### config.mk
export PLATFORM = sky130hd
export DESIGN_NAME = pong_game_ctrl
export DESIGN_NICKNAME = d
export VERILOG_FILES = /design/src/rtl/pong_game_ctrl.sv
export SDC_FILE = /design/constraint.sdc
export NUM_CORES = 1
export LEC_CHECK = 0
export ABC_CLOCK_PERIOD_IN_PS = 2000
export CORE_MARGIN = 2
export CORE_UTILIZATION = 30
export CTS_CLUSTER_DIAMETER = 60
export DETAILED_ROUTE_END_ITERATION = 8
export DONT_BUFFER_PORTS = 1
export GPL_ROUTABILITY_DRIVEN = 0
export PLACE_DENSITY = 0.45
export SYNTH_ARGS = -nofsm -noshare
export SYNTH_HDL_FRONTEND = slang
export SYNTH_SLANG_ARGS = --single-unit
export TNS_END_PERCENT = 10
### constraint.sdc
create_clock -name clk -period 2 [get_ports clk]
set_input_delay 0.2 -clock clk [delete_from_list [all_inputs] [get_ports clk]]
set_output_delay 0.2 -clock clk [all_outputs]
set_load 0.005 [all_outputs]
### src/rtl/pong_game_ctrl.sv
// Pong game sequencer: score, ball count and pause timing.
// Drives gra_still and exports state/score for the text overlay.
module pong_game_ctrl #(
  parameter int BALLS       = 3,
  parameter int TIMER_TICKS = 120,
  parameter int TICK_Y      = 481,
  parameter int TICK_X      = 0
) (
  input  logic       clk,
  input  logic       reset,
  input  logic [9:0] pix_x,
  input  logic [9:0] pix_y,
  input  logic [1:0] btn,
  input  logic       hit,
  input  logic       miss,
  output logic       gra_still,
  output logic [1:0] game_state,
  output logic [3:0] score_d1,
  output logic [3:0] score_d0,
  output logic [1:0] balls_left,
  output logic       timer_run
);

  typedef enum logic [1:0] {
    NEWGAME = 2'b00,
    PLAY    = 2'b01,
    NEWBALL = 2'b10,
    OVER    = 2'b11
  } state_t;

  localparam logic [1:0] BALLS_V = 2'(BALLS);
  localparam logic [6:0] LOAD_V  = 7'(TIMER_TICKS - 1);

  state_t     state;
  state_t     state_n;
  logic [6:0] timer;
  logic [6:0] timer_n;
  logic [3:0] d1_n;
  logic [3:0] d0_n;
  logic [1:0] balls_n;
  logic       hit_q;
  logic       miss_q;
  logic       tick;
  logic       hit_p;
  logic       miss_p;
  logic       btn_on;
  logic       timer_up;
  logic       load;

  assign tick     = (pix_y == 10'(TICK_Y)) &&
                    (pix_x == 10'(TICK_X));
  assign hit_p    = hit & ~hit_q;
  assign miss_p   = miss & ~miss_q;
  assign btn_on   = |btn;
  assign timer_up = (timer == 7'd0);

  assign game_state = state;

  always_comb begin
    state_n = state;
    d1_n    = score_d1;
    d0_n    = score_d0;
    balls_n = balls_left;
    load    = 1'b0;
    unique case (state)
      NEWGAME: begin
        d1_n    = 4'd0;
        d0_n    = 4'd0;
        balls_n = BALLS_V;
        if (btn_on) begin
          state_n = PLAY;
          balls_n = BALLS_V - 2'd1;
        end
      end
      PLAY: begin
        if (miss_p) begin
          load = 1'b1;
          if (balls_left == 2'd0) begin
            state_n = OVER;
          end else begin
            state_n = NEWBALL;
            balls_n = balls_left - 2'd1;
          end
        end else if (hit_p) begin
          // BCD increment, 99 wraps to 00
          if (score_d0 == 4'd9) begin
            d0_n = 4'd0;
            d1_n = (score_d1 == 4'd9) ? 4'd0
                                      : score_d1 + 4'd1;
          end else begin
            d0_n = score_d0 + 4'd1;
          end
        end
      end
      NEWBALL: begin
        if (timer_up && btn_on) state_n = PLAY;
      end
      OVER: begin
        if (timer_up) begin
          state_n = NEWGAME;
          d1_n    = 4'd0;
          d0_n    = 4'd0;
          balls_n = BALLS_V;
        end
      end
      default: state_n = NEWGAME;
    endcase
  end

  // A load on the same edge as a tick takes priority
  always_comb begin
    timer_n = timer;
    if (load)
      timer_n = LOAD_V;
    else if (tick && !timer_up)
      timer_n = timer - 7'd1;
  end

  always_ff @(posedge clk or negedge reset) begin
    if (!reset) begin
      state      <= NEWGAME;
      score_d1   <= 4'd0;
      score_d0   <= 4'd0;
      balls_left <= BALLS_V;
      timer      <= 7'd0;
      hit_q      <= 1'b0;
      miss_q     <= 1'b0;
      gra_still  <= 1'b1;
      timer_run  <= 1'b0;
    end else begin
      state      <= state_n;
      score_d1   <= d1_n;
      score_d0   <= d0_n;
      balls_left <= balls_n;
      timer      <= timer_n;
      hit_q      <= hit;
      miss_q     <= miss;
      gra_still  <= (state_n != PLAY);
      timer_run  <= (timer_n != 7'd0);
    end
  end

endmodule

; ---- After elaboration in Yosys (flattened, before gate mapping)
; Index checks and enable logic that the tools add are counted.
[word_totals]
reg_bits = 23
latch_bits = 0
ramBits = 0
romBits = 0
output_inout_bits = 14
word_cells = 69
n_memories = 0
[classes]
n_addsub = 4
n_mul = 0
n_div = 0
order_cmp = 0
n_eq_ne = 13
shift = 0
muxes = 25
bitwise_logic = 4
n_reduce_logical = 14
[ops]
columns = operator, n
row1 = 4-bit two-way mux, 8
row2 = 4-bit one-hot mux with 3 select lines, 2
row3 = 2-bit two-way mux, 7
row4 = 7-bit two-way mux, 2
row5 = 2-bit inequality test (second input constant), 6
row6 = 10-bit by 9-bit equality test with 1-bit output (second input constant), 1
row7 = 10-bit logical NOT, 1
row8 = 4-bit by 1-bit adder with 4-bit output (second input constant), 2
row9 = 4-bit equality test (second input constant), 2
row10 = 2-bit one-hot mux with 4 select lines, 1
row11 = 4-bit AND reduction, 2
row12 = 7-bit logical NOT, 1
row13 = 7-bit nonzero test, 1
row14 = 7-bit by 1-bit subtractor with 7-bit output (second input constant), 1
row15 = 2-bit one-hot mux with 3 select lines, 1
row16 = 5-bit AND reduction, 1
row17 = 2-bit equality test (second input constant), 2
row18 = 2-bit logical NOT, 2
row19 = 1-bit two-way mux, 4
row20 = 1-bit logical AND, 3
row21 = 3-bit nonzero test, 1
row22 = 1-bit AND, 2
row23 = 2-bit by 1-bit equality test with 1-bit output (second input constant), 1
row24 = 2-bit by 1-bit inequality test with 1-bit output (second input constant), 1
row25 = 4 further kinds, 5

; ---- Logic depth before layout (Yosys ltp)
[logic_depth]
ltp_word = 6
depth_mapped = 9
ltp_nobuf = 7

; ---- Least setup slack after synthesis
; OpenSTA, ideal clock, no wires.
[synth_path]
path_kind = register to register
from = register timer[0]
to = register timer_run
setup_time_ns = 0.139
arrival_ns = 1.924
slack_ns = -0.064
path_stages_with_launch = 9
period_less_slack_ns = 2.064
path_cell_list = dfrtp_1 -> inv_1 -> ha_1 -> and3b_2 -> clkbuf_1 -> nor4b_1 -> xor2_1 -> nor4b_1 -> nand4_1
[synth_via]
elab_chain_len = 6
[synth_lines]
columns = item, line_no
row1 = "start, declared", 36  ; logic [6:0] timer;
row2 = "start signal, assigned", 135  ; timer <= timer_n;
row3 = branches (longest 3 deep; another with 7-bit by 1-bit subtractor with 7-bit output), n/a
row4 = 7-bit two-way mux (*), 115  ; else if (tick && !timer_up)
row5 = 7-bit two-way mux (*), 113  ; if (load)
row6 = 7-bit nonzero test (*), 139  ; timer_run <= (timer_n != 7'd0);
row7 = "end signal, assigned", 139
row8 = "end, declared", 21  ; output logic timer_run
; Every way passes the cells marked *.
; A chain may end at the register's enable or synchronous reset.

; ---- Final worst setup path
[layout_path]
from = register timer[5]
to = register score_d1[3]
[layout_via]
elab_chain_len = 3
[layout_lines]
columns = item, line_no
row1 = 7-bit logical NOT, 55  ; assign timer_up = (timer == 7'd0);
row2 = 2-bit inequality test (no source line), n/a
row3 = 5-bit AND reduction (no source line), n/a
row4 = "end signal, assigned", 132  ; score_d1 <= d1_n;
row5 = "end, declared", 18  ; output logic [3:0] score_d1,
; Every way passes these cells.

==> results.py <==
metrics = {
    "floorplanning": {
        "rows": 24,
        "core-area_mm2": 0.00432,
        "pin_count": 40,
        "initial_core_util_pct": 30.8,
        "die-height_um": 70.6,
        "die_w_um": 70.6,
        "die_area_mm2": 0.00499,
    },
    "worst_setup_path": {
        "ff2ff_path_depth": 6,
        "cp-end-kind": "flop",
        "critPathMaxFanout": 3,
        "r2r_end": "score_d1[3]",
        "r2r_start": "timer[5]",
        "critPathRequiredTime_ps": 2190,
        "cp.arrival_ps": 2150,
        "timing.reg2reg.setup_slack_ps": 30,
        "crit_type": "flop to flop",
        "startpoint_type": "flop",
    },
    "cts": {
        "root_buffer": "clkbuf_8",
        "cts_tree": "done",
        "cts_made_buffers": 3,
        "clk_latency_ps": 270,
        "cts.clk_slew.worst_paths_ps": 90,
        "htree_num_levels": 1,
        "cts_buffer_depth": 2,
        "clock-sinks": 23,
    },
    "routing": {
        "wl_per_cell_um": 14.8,
        "drc": 0,
        "wirelength_um": 3130,
        "ant_nets": 0,
        "viasPerCell": 5.21,
        "drt_iter0_drc": 25,
        "drtPass1Iterations": 4,
        "num_vias": 1100,
    },
    "yosys": {
        "synthTopCellsByArea": "dfrtp_1 (38%), ha_1 (6.6%), dfstp_2 (5.9%)",
        "synth_common_cells": "dfrtp_1 (20), nand2_1 (17), nor2_1 (11), inv_1 (9)",
        "ys_seq_area_share_pct": 43.5,
        "synth_flop_cell": "dfrtp_1",
        "syn_nets": 171,
        "syn_inst": 138,
        "syn_avg_cell_area_um2": 9.65,
        "syn_area_mm2": 0.00133,
        "ys_types": 42,
        "synth-edff-count": 0,
        "ys_warn_count": 0,
        "ys_seq_elements": 23,
        "synth_top_area_cell": "dfrtp_1",
        "synth_top_area_share_pct": 37.6,
        "yosysMostFrequentCell": "dfrtp_1",
        "synthArstFlopShare_pct": 100,
    },
    "power": {
        "ir_drop_uv": 381,
        "power_density_mw_per_mm2": 1040,
        "power_leakage_nw": 0.689,
        "finalPower_mw": 1.70,
    },
    "sta": {
        "fin_skew_ps": 5.20,
        "finalHoldViolations": 0,
        "rsz0062_at_grt": "true",
        "maxSlewHeadroom_pct": 27.0,
        "worst_pin_slew_ps": 1090,
        "period_needed_ps": 1970,
        "max_freq_mhz": 509,
        "setup-violations-final": 0,
        "finalCritPeriodShare_pct": 98.3,
        "slew_violations": 0,
    },
    "layout": {
        "post-route-util_pct": 38.0,
        "drive_above_1_share_pct": 25.2,
        "antennaDiodeCount": 0,
        "final_area_mm2": 0.00164,
        "fill_cells": 448,
        "layout.nets": 193,
        "layout-area-overhead-vs-synth_pct": 23.5,
        "final_cells": 211,
    },
    "hold_path": {
        "hold_start": "btn[0]",
        "holdPathStages": 3,
        "hold_end": "gra_still",
        "worstHoldPathType": "input port to flop",
    },
    "placed_design": {
        "place_area_mm2": 0.00150,
        "dp.cells": 202,
        "io_buffers": 0,
        "place_hpwl_um": 2360,
    },
    "grt": {
        "grt_use_total_pct": 13.3,
        "grt_pass1_wl_um": 5220,
        "grt_pass1_vias": 1126,
        "grt_start_max_net_pins": 24,
        "overflow": 0,
        "antenna_found_initial": 0,
    },
    "run_status": {
        "status": "finished, final reports clean",
    },
    "flow_run": {
        "maxCapViolCount": 0,
    },
}
what timing repair did:
item / 4_1_cts / 5_1_grt
hold buffers: 3 / 0
resized for setup: 0 / 11
setup buffers: 1 / 1
endpoints found under the setup margin: 2 / 4
hold endpoints to repair: 25 / 0
pin swaps: 2 / 6
per-stage QoR:
| step | setup WS, ps | hold WS [ps] | TNS [ps] |
|---|---|---|---|
| floorplan | -52.6 | -95.6 | -52.6 |
| global placement | 46.1 | -94.8 | 0 |
| detailed placement | 6.98 | -94.8 | 0 |
| CTS | 2.39 | 121 | 0 |
| global route | -65.5 | 132 | -212 |
| finish | 34.4 | 127 | 0 |
report_power, final:
group	total [mW]	switching, mW	internal (mW)
registers	0.718	0.123	0.595
clock network	0.294	0.155	0.139
logic	0.691	0.359	0.333
total	1.70	0.636	1.07
cell type report:
type                       count  area (um2)  area share [%]
clock buffer                   3        41.3            2.51
clock inverter                 1        5.00           0.304
sequential                    23         581            35.3
tap                           52        65.1            3.96
timing repair buffer          22         176            10.7
multi-input combinational    101         742            45.1
inverter                       9        33.8            2.05
layout by cell type (no fill, tap or decap), types with 3 or more instances in the layout:
cell type | netlist | final
a21oi_1 | 4 | 4
buf_4 | 0 | 18
clkbuf_8 | 0 | 3
dfrtp_1 | 20 | 19
dfstp_2 | 3 | 3
dlygate4sd3_1 | 0 | 3
ha_1 | 7 | 7
inv_1 | 9 | 9
nand2_1 | 17 | 17
nand3_1 | 4 | 4
nor2_1 | 11 | 11
nor3_1 | 4 | 4
nor4_1 | 3 | 3
o21ai_0 | 7 | 5
o21ai_1 | 3 | 3
xor2_1 | 4 | 4
state kept, by name (all words and copies together), names as in the netlist:
name / flops
gra_still: 1
miss_q: 1
balls_left: 2
hit_q: 1
game_state: 2
score_d1: 4
score_d0: 4
timer: 7
timer_run: 1
per-layer routing:
layer | global-route usage (%) | up-vias | part of all wire (%)
met2 | 22.3 | 47 | 46
li1 | - | 530 | -
met3 | 4.56 | 2 | 7.3
met4 | 2.52 | 0 | 0.67
met1 | 17.0 | 521 | 46
met5 | 0 | - | 0
worst max-delay path by stage:
stage	slack, ps	from	end
3_3_place_gp	50	timer[3]	score_d1[3]
4_1_cts	2	timer[0]	timer_run
2_1_floorplan	-50	game_state[0]	score_d1[3]
5_1_grt	-70	timer[5]	score_d1[3]
3_5_place_dp	7	timer[3]	score_d1[3]
6_report	30	timer[5]	score_d1[3]
cell families after synthesis:
family,share of synthesized area (%)
and+or+nand+nor,27.7
AOI/OAI and AO/OA,12.7
DFF,43.5
buffers and inverters,4.70
adders and majority gates,6.58
xor gates and xnor gates,3.29
muxes,1.50
critical path: stages (launching register included):
cell and delay [ps]:
dfrtp_2 440, nor4_4 310, nand4b_1 160, a221o_1 400
nand2b_4 160, or2_4 260, o31ai_4 170
Power figures use the tool's default switching activity.
